==> config.mk <==
export PLATFORM = sky130hd
export DESIGN_NAME = hier_node_bcast
export DESIGN_NICKNAME = d
export VERILOG_FILES = /design/src/rtl/hier_node_bcast.sv
export SDC_FILE = /design/constraint.sdc
export NUM_CORES = 1
export LEC_CHECK = 0
export CORE_MARGIN = 4
export CORE_UTILIZATION = 46
export DETAILED_ROUTE_END_ITERATION = 16
export GPL_TIMING_DRIVEN = 0
export PLACE_DENSITY = 0.79
export SLEW_MARGIN = 20
export SYNTH_ARGS = -nofsm -noshare
export SYNTH_HDL_FRONTEND = slang
export SYNTH_SLANG_ARGS = --single-unit
==> constraint.sdc <==
create_clock -name clk -period 2.3 [get_ports clk]
set_clock_uncertainty 0.15 [all_clocks]
set_input_delay 0.46 -clock clk [delete_from_list [all_inputs] [get_ports clk]]
set_output_delay 0.46 -clock clk [all_outputs]
set_load 0.005 [all_outputs]
==> src/rtl/hier_node_bcast.sv <==
// rtl/hier_node_bcast.sv - hierarchy node broadcasting one command to a child subset and aggregating completions
//
// Parameters:
//   NUM_CHILD  number of child channels (1..32)
//   DATA_W     command payload width
//   TIMEOUT    max COLLECT cycles before a forced response (1..65535)
// Ports:
//   clk, rst                  clock, synchronous active-high reset
//   in_valid/in_ready         upstream command handshake
//   in_data, in_mask          command payload and target children (bit i = child i)
//   ch_valid/ch_ready         per-child command handshake
//   ch_data                   latched payload, shared by all children
//   ch_done, ch_err           per-child completion pulse and error flag
//   out_valid/out_ready       aggregated response handshake
//   out_err_mask, out_timeout children that errored or timed out; response forced by timeout
//   busy                      node is not idle

module hier_node_bcast #(
  parameter int NUM_CHILD = 5,
  parameter int DATA_W    = 32,
  parameter int TIMEOUT   = 200
) (
  input  logic                 clk,
  input  logic                 rst,
  input  logic                 in_valid,
  output logic                 in_ready,
  input  logic [DATA_W-1:0]    in_data,
  input  logic [NUM_CHILD-1:0] in_mask,
  output logic [NUM_CHILD-1:0] ch_valid,
  input  logic [NUM_CHILD-1:0] ch_ready,
  output logic [DATA_W-1:0]    ch_data,
  input  logic [NUM_CHILD-1:0] ch_done,
  input  logic [NUM_CHILD-1:0] ch_err,
  output logic                 out_valid,
  input  logic                 out_ready,
  output logic [NUM_CHILD-1:0] out_err_mask,
  output logic                 out_timeout,
  output logic                 busy
);

  typedef enum logic [1:0] {
    S_IDLE    = 2'd0,
    S_COLLECT = 2'd1,
    S_RESP    = 2'd2
  } state_t;

  localparam logic [15:0] TMO_LAST = 16'(TIMEOUT - 1);

  state_t               state_q, state_d;
  logic [DATA_W-1:0]    data_q, data_d;
  logic [NUM_CHILD-1:0] pend_issue_q, pend_issue_d;
  logic [NUM_CHILD-1:0] pend_done_q, pend_done_d;
  logic [NUM_CHILD-1:0] err_q, err_d;
  logic [15:0]          tmo_cnt_q, tmo_cnt_d;
  logic                 tmo_q, tmo_d;
  // Holds in_ready low while rst is asserted without a path from rst itself.
  logic                 init_q;

  logic [NUM_CHILD-1:0] accept;
  logic [NUM_CHILD-1:0] done_hit;

  always_ff @(posedge clk) begin
    if (rst) begin
      state_q      <= S_IDLE;
      data_q       <= '0;
      pend_issue_q <= '0;
      pend_done_q  <= '0;
      err_q        <= '0;
      tmo_cnt_q    <= '0;
      tmo_q        <= 1'b0;
      init_q       <= 1'b0;
    end else begin
      state_q      <= state_d;
      data_q       <= data_d;
      pend_issue_q <= pend_issue_d;
      pend_done_q  <= pend_done_d;
      err_q        <= err_d;
      tmo_cnt_q    <= tmo_cnt_d;
      tmo_q        <= tmo_d;
      init_q       <= 1'b1;
    end
  end

  always_comb begin
    state_d      = state_q;
    data_d       = data_q;
    pend_issue_d = pend_issue_q;
    pend_done_d  = pend_done_q;
    err_d        = err_q;
    tmo_cnt_d    = tmo_cnt_q;
    tmo_d        = tmo_q;
    accept       = '0;
    done_hit     = '0;

    case (state_q)
      S_IDLE: begin
        if (in_valid && in_ready) begin
          data_d       = in_data;
          pend_issue_d = in_mask;
          pend_done_d  = in_mask;
          err_d        = '0;
          tmo_cnt_d    = '0;
          tmo_d        = 1'b0;
          state_d      = (in_mask == '0) ? S_RESP : S_COLLECT;
        end
      end

      S_COLLECT: begin
        accept = pend_issue_q & ch_ready;
        // A done only counts once the child's command was accepted in an
        // earlier cycle, so a done alongside its own accept is dropped.
        done_hit     = ch_done & pend_done_q & ~pend_issue_q;
        pend_issue_d = pend_issue_q & ~accept;
        pend_done_d  = pend_done_q & ~done_hit;
        err_d        = err_q | (done_hit & ch_err);
        tmo_cnt_d    = tmo_cnt_q + 16'd1;
        if (pend_done_d == '0) begin
          state_d = S_RESP;
        end else if (tmo_cnt_q == TMO_LAST) begin
          // Children still outstanding are reported as errored.
          err_d        = err_d | pend_done_d;
          tmo_d        = 1'b1;
          pend_issue_d = '0;
          pend_done_d  = '0;
          state_d      = S_RESP;
        end
      end

      S_RESP: begin
        if (out_ready) begin
          state_d = S_IDLE;
        end
      end

      default: begin
        state_d = S_IDLE;
      end
    endcase
  end

  assign in_ready     = init_q && (state_q == S_IDLE);
  assign ch_valid     = (state_q == S_COLLECT) ? pend_issue_q : '0;
  assign ch_data      = data_q;
  assign out_valid    = (state_q == S_RESP);
  assign out_err_mask = (state_q == S_RESP) ? err_q : '0;
  assign out_timeout  = (state_q == S_RESP) && tmo_q;
  assign busy         = (state_q != S_IDLE);

endmodule
==> impl_metrics.json <==
{
  "dp.final_hpwl_mm": 6.71,
  "syn_inst": 379,
  "avgSynthCellArea_um2": 8.15,
  "syn2layout_area_growth_pct": 46.5,
  "crit_path_end_kind": "primary output",
  "grt_start_max_net_pins": 13,
  "syn-num-nets": 436,
  "cp_data_arrival_time_ns": 1.62,
  "gp_congestion": 0.926,
  "path_delay_family": "buffers and inverters",
  "cp_max_fo": 10,
  "fin_util_pct": 70.5,
  "dr_total_vias": 3234,
  "cp_cell_sequence": "buf_8 > nor2b_4 > buf_4 > clkdlybuf4s50_1",
  "tightest_slew_ns": 0.575,
  "yosys-top-cells-area": "dfxtp_1, nand2_1, a21oi_1",
  "timing.rr.start": "tmo_cnt_q[0]",
  "initialDrtViolationCount": 236,
  "drv_cap": 0,
  "rows": 29,
  "clockRootBuffer": "clkbuf_8",
  "die_w_um": 90.0,
  "synth.distinct_cells": 48,
  "place_area_mm2": 0.00420,
  "synth-main-ff-cell": "dfxtp_1",
  "ys_seq_elements": 67,
  "worstSetupPathType": "flip-flop to primary output",
  "fin_crit_sh_pct": 96.8,
  "layout_common_cells": "nand2_1, clkdlybuf4s50_1, dfxtp_1",
  "drt-total-wl_mm": 9.14,
  "yosys_warnings": 0,
  "p_leak_nw": 1.64,
  "synthDominantCellAreaShare_pct": 43.4,
  "hold_viol_final": 0,
  "num_io_pins": 102,
  "hp-start": "err_q[3]",
  "nets": 555,
  "num_antenna_cells": 0,
  "finalCriticalPeriod_ns": 2.23,
  "cts_tree": "built",
  "cpMaxStageDelayCell": "clkdlybuf4s50_1",
  "synth.largest_area_cell": "dfxtp_1",
  "vias_per_cell": 5.58,
  "grt_overflow_total": 0,
  "synth-seq-area-share_pct": 43.4,
  "drt_pre_antenna_iters": 5,
  "start_util_pct": 48.1,
  "syn_area_mm2": 0.00309,
  "final_common_cell": "nand2_1",
  "first_global_vias": 3113,
  "cts.sinks": 67,
  "timing.critical_path.slowest_cell_delay_ns": 0.49,
  "final_area_mm2": 0.00453,
  "ant_nets": 0,
  "antenna_found_initial": 0,
  "path_clk_slew_ns": 0.07,
  "holdCritPathClass": "flip-flop to flip-flop",
  "cts_inserted_buffers": 9,
  "async_flop_share_pct": 0,
  "timing.slew.headroom_pct": 61.6,
  "setup_viol": 0,
  "grt_pass1_wl_mm": 15.3,
  "path_buf_inv": 3,
  "status": "complete, no violations",
  "h-tree-depth": 3,
  "clock_latency_ns": 0.34,
  "die-area_mm2": 0.00809,
  "ir_drop_uv": 660,
  "startpoint": "state_q[1]",
  "rsz0062_at_grt": "no",
  "clockBufferDepth": 2,
  "maxSlewViolCount": 0,
  "wire_per_inst_um": 15.8,
  "fmaxAchievable_mhz": 449,
  "grtUsageTotal_pct": 23.1,
  "drive_gt1_share_pct": 11.5,
  "drc": 0,
  "core_mm2": 0.00642,
  "cp.required_ns": 1.69,
  "port_buffers": 101,
  "powerDensity_mw_per_mm2": 613,
  "critPathLaunchType": "flip-flop",
  "synth_edf_count": 0,
  "die_h_um": 90.0
}
## cells in the mapped netlist (all sizes together), types with 6 or more instances
cell type and instances:
nor4 6, o21ai 6, a31oi 8, o311ai 6, dfxtp 67, and2 14, nand2b 12, nor3 8
clkbuf 9, nand3 6, nand3b 6, nand2 96, nor2 14, mux2i 6, a21oi 42, nand4 9
buf 15, a31o 6, mux2 6, or4 7
## layout make-up
cell class              count  area, um^2
plain buffers              24         145
clock buffers              11         151
clock inverters             5        83.8
fillers                   502        1900
inverters                   4        15.0
multi-input cells         284        1630
flip-flops and latches     67        1350
well taps                  77        96.3
repair buffers            108        1050
## power breakdown
part	switching (mW)	total [mW]	internal, mW
clock	0.455	1.13	0.673
combinational	0.183	0.410	0.227
sequential	0.0330	1.24	1.20
total	0.671	2.77	2.10
## metal layers
metal | GRT usage (%) | vias up | share of wire, %
met3 | 7.35 | 25 | 7.6
met5 | 0 | - | 0
li1 | - | 1592 | -
met2 | 38.0 | 131 | 49
met1 | 28.2 | 1486 | 41
met4 | 9.31 | 0 | 2.3
## stage by stage
stage	worst slack, ns	total power [mW]	hold WS, ns	TNS (ns)	std cells
after floorplan	0.468	1.42	0.273	0	379
after global placement	-0.238	1.64	0.284	-2.21	557
after detailed placement	-0.196	1.65	0.291	-2.52	557
after CTS	0.0239	2.79	0.302	0	579
after global routing	0.00841	2.88	0.322	0	580
final	0.0735	2.77	0.301	0	580
## state kept, by name, summed over array words and instances (netlist names)
register,flops
pend_done_q,5
pend_issue_q,5
err_q,5
ch_data,32
tmo_cnt_q,16
state_q,2
init_q,1
tmo_q,1
## worst register-to-register path, cell delays in order, from the launching register on
cell and delay (ns):
dfxtp_1 0.36, ha_1 0.32, and4_4 0.24, and4_4 0.15
buf_6 0.14, or4_1 0.47, o311ai_1 0.10
## worst paths after layout
check	end	slack (ns)	depth (start not counted)
max reg2reg	pend_issue_q[3]	0.28	6
min reg2reg	err_q[3]	0.30	2
min	err_q[3]	0.30	2
max	out_valid	0.07	4
## logic make-up (layout without fill, tap and decap cells)
| family | after synthesis | count (layout) | share of synthesized area, % |
|---|---|---|---|
| compound gates | 79 | 79 | 16.0 |
| xor+xnor | 1 | 1 | 0.284 |
| fa+ha+maj | 1 | 1 | 0.405 |
| buf+inv | 28 | 152 | 4.29 |
| flops | 67 | 67 | 43.4 |
| mux | 12 | 12 | 4.13 |
| simple gates | 191 | 191 | 31.4 |
## timing repair
item,4_1_cts,5_1_grt
pin swaps,1,0
cloned,1,0
endpoints found under the setup margin,14,1
buffers inserted,5,1
resized for setup,28,2
hold buffers,0,0
(Power assumes the default switching activity.)
